$ cat config.mk
export PLATFORM = sky130hd
export DESIGN_NAME = pulse_height_classifier
export DESIGN_NICKNAME = d
export VERILOG_FILES = /design/src/rtl/pulse_height_classifier.sv
export SDC_FILE = /design/constraint.sdc
export NUM_CORES = 1
export LEC_CHECK = 0
export ABC_AREA = 1
export BUFFER_PORTS_ARGS = -buffer_cell sky130_fd_sc_hd__buf_4
export CORE_MARGIN = 4
export CORE_UTILIZATION = 45
export CTS_CLUSTER_SIZE = 28
export DETAILED_ROUTE_END_ITERATION = 10
export PLACE_DENSITY = 0.76
export SYNTH_ARGS = -nofsm -noshare
export SYNTH_HDL_FRONTEND = slang
export SYNTH_SLANG_ARGS = --single-unit
$ cat constraint.sdc
create_clock -name clk -period 5.8 [get_ports clk]
set_input_delay 1.16 -clock clk [delete_from_list [all_inputs] [get_ports clk]]
set_output_delay 1.16 -clock clk [all_outputs]
set_load 0.01 [all_outputs]
$ cat src/rtl/pulse_height_classifier.sv
// Pulse height classifier: arms on a threshold crossing, tracks the pulse peak and width,
// and reports a classified event plus per-class counters when the pulse releases or times out.
module pulse_height_classifier #(
    parameter  int DW      = 14,
    parameter  int NBINS   = 2,
    parameter  int MIN_LEN = 2,
    parameter  int MAX_LEN = 255,
    parameter  int CNT_W   = 16,
    localparam int CODE_W  = $clog2(NBINS + 1),
    localparam int WW      = $clog2(MAX_LEN + 1)
) (
    input  logic                      clk,
    input  logic                      rst_n,
    input  logic                      en,
    input  logic [DW-1:0]             sigin,
    input  logic [DW-1:0]             arm_thr,
    input  logic [DW-1:0]             rel_thr,
    input  logic [DW-1:0]             rearm_thr,
    input  logic [(NBINS-1)*DW-1:0]   bin_thr,
    input  logic                      cnt_clr,
    output logic                      evt_valid,
    output logic [CODE_W-1:0]         evt_class,
    output logic [DW-1:0]             evt_peak,
    output logic [WW-1:0]             evt_width,
    output logic                      evt_err,
    output logic [NBINS*CNT_W-1:0]    cnt_bus
);

    localparam logic [WW-1:0] MIN_W = WW'(MIN_LEN);
    localparam logic [WW-1:0] MAX_W = WW'(MAX_LEN);

    typedef enum logic [1:0] {
        IDLE    = 2'd0,
        ARMED   = 2'd1,
        HOLDOFF = 2'd2
    } state_t;

    state_t state, state_nx;

    logic signed [DW-1:0]       x;
    logic signed [DW-1:0]       peak;
    logic signed [DW-1:0]       peak_max;
    logic signed [DW-1:0]       rel_sh;
    logic [(NBINS-1)*DW-1:0]    bin_sh;
    logic [WW-1:0]              width;
    logic                       do_arm;
    logic                       do_emit;
    logic                       emit_err;
    logic [CODE_W-1:0]          class_code;

    logic                       pend_valid;
    logic                       pend_err;
    logic [CODE_W-1:0]          pend_class;
    logic signed [DW-1:0]       pend_peak;
    logic [WW-1:0]              pend_width;

    logic [CNT_W-1:0]           cnt [NBINS];

    always_ff @(posedge clk or negedge rst_n) begin
        if (!rst_n) begin
            x <= '0;
        end else begin
            x <= sigin;
        end
    end

    // The reported peak always includes the sample that ends the pulse.
    assign peak_max = (x > peak) ? x : peak;

    always_comb begin
        class_code = CODE_W'(1);
        for (int j = 0; j < NBINS - 1; j++) begin
            if ($signed(bin_sh[j*DW +: DW]) < peak_max) begin
                class_code = class_code + CODE_W'(1);
            end
        end
    end

    always_ff @(posedge clk or negedge rst_n) begin
        if (!rst_n) begin
            state <= IDLE;
        end else begin
            state <= state_nx;
        end
    end

    always_comb begin
        state_nx = state;
        do_arm   = 1'b0;
        do_emit  = 1'b0;
        emit_err = 1'b0;
        case (state)
            IDLE: begin
                if (en && (x > $signed(arm_thr))) begin
                    state_nx = ARMED;
                    do_arm   = 1'b1;
                end
            end
            ARMED: begin
                // Release takes priority over timeout; short pulses vanish without an event.
                if (!en) begin
                    state_nx = IDLE;
                end else if (x < rel_sh) begin
                    state_nx = HOLDOFF;
                    do_emit  = (width >= MIN_W);
                end else if (width == MAX_W) begin
                    state_nx = HOLDOFF;
                    do_emit  = 1'b1;
                    emit_err = 1'b1;
                end
            end
            HOLDOFF: begin
                if (!en || (x < $signed(rearm_thr))) begin
                    state_nx = IDLE;
                end
            end
            default: begin
                state_nx = IDLE;
            end
        endcase
    end

    // Release and class thresholds are frozen at arm time so mid-pulse edits cannot split a pulse.
    always_ff @(posedge clk or negedge rst_n) begin
        if (!rst_n) begin
            peak   <= '0;
            width  <= '0;
            rel_sh <= '0;
            bin_sh <= '0;
        end else if (do_arm) begin
            peak   <= x;
            width  <= WW'(1);
            rel_sh <= rel_thr;
            bin_sh <= bin_thr;
        end else if (state == ARMED) begin
            peak <= peak_max;
            if (width != MAX_W) begin
                width <= width + WW'(1);
            end
        end
    end

    always_ff @(posedge clk or negedge rst_n) begin
        if (!rst_n) begin
            pend_valid <= 1'b0;
            pend_err   <= 1'b0;
            pend_class <= '0;
            pend_peak  <= '0;
            pend_width <= '0;
        end else begin
            pend_valid <= do_emit;
            pend_err   <= do_emit & emit_err;
            pend_class <= do_emit ? class_code : '0;
            pend_peak  <= do_emit ? peak_max : '0;
            pend_width <= do_emit ? width : '0;
        end
    end

    always_ff @(posedge clk or negedge rst_n) begin
        if (!rst_n) begin
            evt_valid <= 1'b0;
            evt_class <= '0;
            evt_peak  <= '0;
            evt_width <= '0;
            evt_err   <= 1'b0;
        end else begin
            evt_valid <= pend_valid;
            evt_class <= pend_class;
            evt_peak  <= pend_peak;
            evt_width <= pend_width;
            evt_err   <= pend_err;
        end
    end

    // Counters step on the same edge that raises evt_valid; a clear overrides that step.
    always_ff @(posedge clk or negedge rst_n) begin
        if (!rst_n) begin
            for (int c = 0; c < NBINS; c++) begin
                cnt[c] <= '0;
            end
        end else if (cnt_clr) begin
            for (int c = 0; c < NBINS; c++) begin
                cnt[c] <= '0;
            end
        end else if (pend_valid && !pend_err) begin
            for (int c = 0; c < NBINS; c++) begin
                if ((pend_class == CODE_W'(c + 1)) && (cnt[c] != {CNT_W{1'b1}})) begin
                    cnt[c] <= cnt[c] + CNT_W'(1);
                end
            end
        end
    end

    always_comb begin
        cnt_bus = '0;
        for (int c = 0; c < NBINS; c++) begin
            cnt_bus[c*CNT_W +: CNT_W] = cnt[c];
        end
    end

endmodule

-- Word level (Yosys, flattened, before mapping)
Index checks and enable logic that the tools add are counted.
Widths: inputs -> output; s select.
- input bits: 74
- bits in registers: 150
- logic and storage cells: 85
- bits in writable memories: 0
- latch bits: 0
- memories kept: 0
- output and inout port bits: 58
- ROM bits: 0
- $mul: 0
- divide/modulo/power cells: 0
- bitwise gates (word level): 1
- multiplexer cells: 29
- $add $sub $neg: 3
- shift-type cells: 0
- reductions and logical operators: 17
- equality and inequality tests: 11
- $lt $le $gt $ge: 6
- operators by type and width (operator ; count):
    $mux 32 ; 2
    $mux 14 ; 4
    $lt 14x14->1 ; 3
    $add 16x1->16 const B ; 2
    $mux 16 ; 2
    $mux 8 ; 4
    $ne 16x16->1 const B ; 2
    $gt 14x14->1 ; 2
    $mux 2 ; 7
    $reduce_bool 2->1 ; 5
    $mux 1 ; 9
    $add 8x1->8 const B ; 1
    $eq 8x8->1 const B ; 1
    $ge 8x2->1 const B ; 1
    $ne 8x8->1 const B ; 1
    $pmux 2 s3 ; 1
    $reduce_and 2->1 ; 3
    $eq 2x1->1 const B ; 2
    $eq 2x2->1 const B ; 2
    $logic_and 1x1->1 ; 4
    $ne 2x2->1 const B ; 2
    $ne 4x4->1 const B ; 1
    $reduce_and 3->1 ; 1
    $logic_not 1->1 ; 2
    other kinds (3) ; 3

-- Depth between registers and ports, before layout
- depth after elaboration: 6
- mapped depth: 25
- mapped depth without buffers: 23

-- Worst setup path before layout
No wires, ideal clock.
- kind: register to register
- start point: register x[13]
- end point: register pend_class[1]
- arrival time: 3057 ps
- setup slack: 2622 ps
- stages on the path, launching flop included: 24
- cell sequence: dfrtp_1 -> ha_1 -> nand2_1 -> inv_1 -> nand2_1 -> nand2_1 -> a21oi_1 -> nand2_1 -> nand2_1 -> nand3_4 -> buf_6 -> buf_2 -> nand2_1 -> o21ai_0 -> ha_1 -> nand2_1 -> nor2_1 -> nand3_1 -> nor3b_2 -> nand2_1 -> nand2_1 -> nand2_1 -> nand2_1 -> nor2_1
- longest elaborated chain between the ends: 5
- RTL lines (item ; RTL line ; source):
    start: declaration ; 40 ; logic signed [DW-1:0] x;
    start signal: assignment ; 63 ; x <= sigin;
    $gt 14x14->1 or $lt 14x14->1 (tied branches) ; 68, 103 ;
    $mux 14 or $mux 1 (tied branches) ; 68, 103 ;
    $lt 14x14->1 or $mux 1 (tied branches) ; 73, 101 ;
    $mux 2 or $mux 1 (tied branches) ; 73, 92 ;
    $mux 2 * ; 153 ; pend_class <= do_emit ? class_code : '0;
    end signal: assignment ; 153 ;
    end: declaration ; 53 ; logic [CODE_W-1:0] pend_class;
Mark *: on every way between the ends. The rest lies on a longest branch, timed or not.
A chain may end at the register's enable or synchronous reset.

-- Worst setup path after layout
Same ends and word-level chain as after synthesis.

==> results.md <==
* DP Area at 8747 sq um
* # DRC at 0
* Routability cong. at slightly below 0.9
* NumNets Final at 1,133
* Pwr Density at 415.5 nW/um^2
* Dominant synthesized flop cell: dfrtp_1
* Slew HR at 36.26%
* Layer with the highest usage: met2
* Worst setup EP type: register
* TritonCTS Buffers at 17
* Number of global-route vias before repair at 5,993
* Row count at 47
* Status: finished, final reports clean
* Grt met1 use at approximately 26%
* CTS Buffer Depth at 2
* RSZ-0062 raised after global routing: no
* Netlist Area Pre-Place at 7560 sq um
* Dominant cell type by area after synthesis: dfrtp_1
* Die span in x at 137.6 um
* Setup bufs post-CTS at 0
* Number of gates resized after CTS at 0
* CTS tree: done
* Critical path required time at 6.07 ns
* Clock-pin slew on the worst setup and hold paths at 0.06 ns
* Drt total wl at 16.89 mm
* HP Class: reg -> reg
* Pins over their slew limit at 0
* Vias post-DR at 6,176
* CTS Root Cell: clkbuf_16
* Post-Route Skew at 0.006853 ns
* Layout cells sized above 1 at 18.39%
* Number of hold buffers added after cts at 0
* Largest vdd supply drop at 0.2656 mV
* Top-level I/O count at 132
* Fmax at between 200 and 300 MHz
* Startpoint types: register
* Sequential-to-total area share from yosys stat at 49.65%
* Initial antenna violation count at 0
* First-pass GRT wire length at ~28 mm
* Cells along the critical path: ha_1 -> nand2_1 -> nor2_2 -> inv_2 -> nor2_4 -> nand4_2 -> nand3_4 -> o21ai_0 -> ha_1 -> nand2_1 -> nor2_1 -> nand3_1 -> nor3b_2 -> nand2_1 -> nand2_1 -> nand2_1 -> nand2_1 -> nor2_1
* Post-Syn Nets at around 1,000
* Met2 usage in global routing at approximately 30%
* Final setup viols at 0
* Detailed placer's ending HPWL at between 10 and 15 mm
* Design Area, Final at around 9400 sq um
* Flop and latch count out of synthesis at 150
* Synthesized area per cell at 8.801 sq um
* Antenna Violating Nets Remaining at 0
* Worst EP arrival at between 3 and 4 ns
* Ys Warns at 0
* Setup TNS at 0 ns
* Post-DR wirelength/cell at 13.78 um
* Cells after Synth at 859
* Post-synth EDFFs at 0
* Depth of the CTS H-tree at 4
* Ys async rst share at 100.0%
* Core Area at 16,520 sq um
* IO buf count at 131
* Final Hold Vio Count at 0
* Critical path fanouts, max at 27
* Post-synth cell types at 45
* Layout area overhead at 23.88%
* Crit path time final at 3.676 ns
* Synth top area share at ~50%
* DRT iter0 DRCs at 236
* Worst stage delay on the critical path at 0.46 ns
* Crit-path slowest cell: dfrtp_1
* First-pass detailed-route iteration total at 4
* Max Cap Viol at 0
* Worst-Skew Late Latency at 0.42 ns
* Most frequent CP cell: nand2_1
* Initial Utilization at between 40% and 50%
* # clock sinks at 150
* # diodes at 0
* Top cells by area, synth: dfrtp_1 50%, ha_1 11%, nand2_1 10%
* Largest net degree at the start of global routing at between 100 and 150
* Critical path class: reg -> reg
* Leakage at 4.862 nW
* Die Y at 137.6 um
* Vias/cell at between 5 and 6
* M3 GR Usage at under 10%
* Global router's overall resource usage at between 10% and 20%
* Die area at 18,940 sq um
* Tcrit/Tclk final at 63.38%
* Measured slew at the worst slew-check pin at 0.9560 ns
* Grt total ovfl at 0
## cells in the final DEF (no fill, tap or decap), types with 3 or more instances in the layout
| cell | Yosys | final |
|---|---|---|
| nor2_1 | 67 | 67 |
| clkinvlp_4 | 0 | 3 |
| bufinv_16 | 0 | 3 |
| buf_4 | 0 | 132 |
| clkbuf_16 | 0 | 17 |
| nor3_1 | 19 | 19 |
| ha_1 | 66 | 66 |
| o21ai_0 | 39 | 39 |
| o21ai_1 | 5 | 5 |
| nand2_2 | 5 | 5 |
| nand3b_1 | 7 | 7 |
| a221oi_1 | 4 | 4 |
| a21oi_1 | 44 | 44 |
| o221ai_1 | 16 | 16 |
| inv_6 | 0 | 5 |
| nand2_1 | 207 | 207 |
| inv_1 | 119 | 119 |
| a31oi_1 | 5 | 5 |
| xor2_1 | 3 | 3 |
| nand3_2 | 3 | 3 |
| clkinv_1 | 3 | 3 |
| nor4_1 | 5 | 5 |
| dfrtp_1 | 150 | 150 |
| nand4_1 | 9 | 9 |
| nor2_2 | 3 | 3 |
| nor3b_1 | 4 | 4 |
| nand3_1 | 32 | 32 |
| xnor2_1 | 3 | 3 |
## synth_stat cells (2+ instances only)
cell and number:
a211oi_1 2, a21oi_1 44, a221oi_1 4, a31oi_1 5
buf_1 2, buf_2 6, buf_6 2, clkbuf_1 8
clkinv_1 3, dfrtp_1 150, ha_1 66, inv_1 119
inv_2 2, nand2_1 207, nand2_2 5, nand3_1 32
nand3_2 3, nand3b_1 7, nand4_1 9, nor2_1 67
nor2_2 3, nor3_1 19, nor3b_1 4, nor4_1 5
o2111ai_1 2, o21ai_0 39, o21ai_1 5, o21bai_1 2
o221ai_1 16, o31ai_1 2, xnor2_1 3, xor2_1 3
## logic make-up after synthesis
group	synth area share [%]
adder cells (fa/ha/maj)	10.92
buffers and inverters	7.349
AND/OR/NAND/NOR	21.09
AO/OA/AOI/OAI	10.29
XOR/XNOR	0.6953
flip-flops	49.65
## flip-flops by register name, indices dropped and copies added (netlist names), 2 cells and up
| register | count |
|---|---|
| pend_class | 2 |
| bin_sh | 14 |
| evt_class | 2 |
| peak | 14 |
| pend_width | 8 |
| state | 2 |
| rel_sh | 14 |
| width | 8 |
| evt_peak | 14 |
| x | 14 |
| evt_width | 8 |
| cnt_bus | 32 |
| pend_peak | 14 |
## critical path, delay by kind of cell, from the launching register on
kind                     cells  cell delay, ns
AND/OR/NAND/NOR             14            1.98
buffers and inverters        1            0.06
adder cells (fa/ha/maj)      2            0.79
AO/OA/AOI/OAI                1            0.23
flip-flops                   1            0.46
## routing by layer
metal	part of all wire [%]	routed length, um
met1	46	7685
met2	46	7779
met3	7.3	1228
met4	1.2	196
met5	0	0
## stage by stage
step	instances	setup slack [ns]	hold WS [ns]	power (mW)	util (%)
6_report	1226	2.124	0.3453	3.891	56.67
3_3_place_gp	1194	2.235	0.3331	2.706	52.93
4_1_cts	1226	2.136	0.3472	3.923	56.67
3_5_place_dp	1194	2.141	0.3347	2.755	52.93
2_1_floorplan	859	2.622	0.3312	2.414	-
5_1_grt	1226	1.837	0.3519	4.215	56.67
## final cells by class
type	count	area, sq um
fill	1463	7159
inverter	124	465.4
timing repair buffer	133	1002
clock inverter	15	192.7
multi-input combinational	567	3251
tap	220	275.3
clock buffer	17	425.4
sequential	150	3754
## report_power, final
group / total [mW] / internal, mW / switching, mW
Sequential: 1.36 / 1.25 / 0.110
Clock: 1.15 / 0.689 / 0.460
Combinational: 1.38 / 0.505 / 0.877
Total: 3.89 / 2.44 / 1.45
## worst paths after layout
kind	endpoint	cells after the start	startpoint	slack [ns]
max reg2reg	pend_class[1]	18	x[13]	2.12
max	pend_class[1]	18	x[13]	2.12
max in group asynchronous	evt_peak[11]	2	rst_n	3.78
min in group asynchronous	evt_peak[5]	1	rst_n	0.86
min	evt_peak[12]	0	pend_peak[12]	0.35
min reg2reg	evt_peak[12]	0	pend_peak[12]	0.35
(Power assumes the default switching activity.)
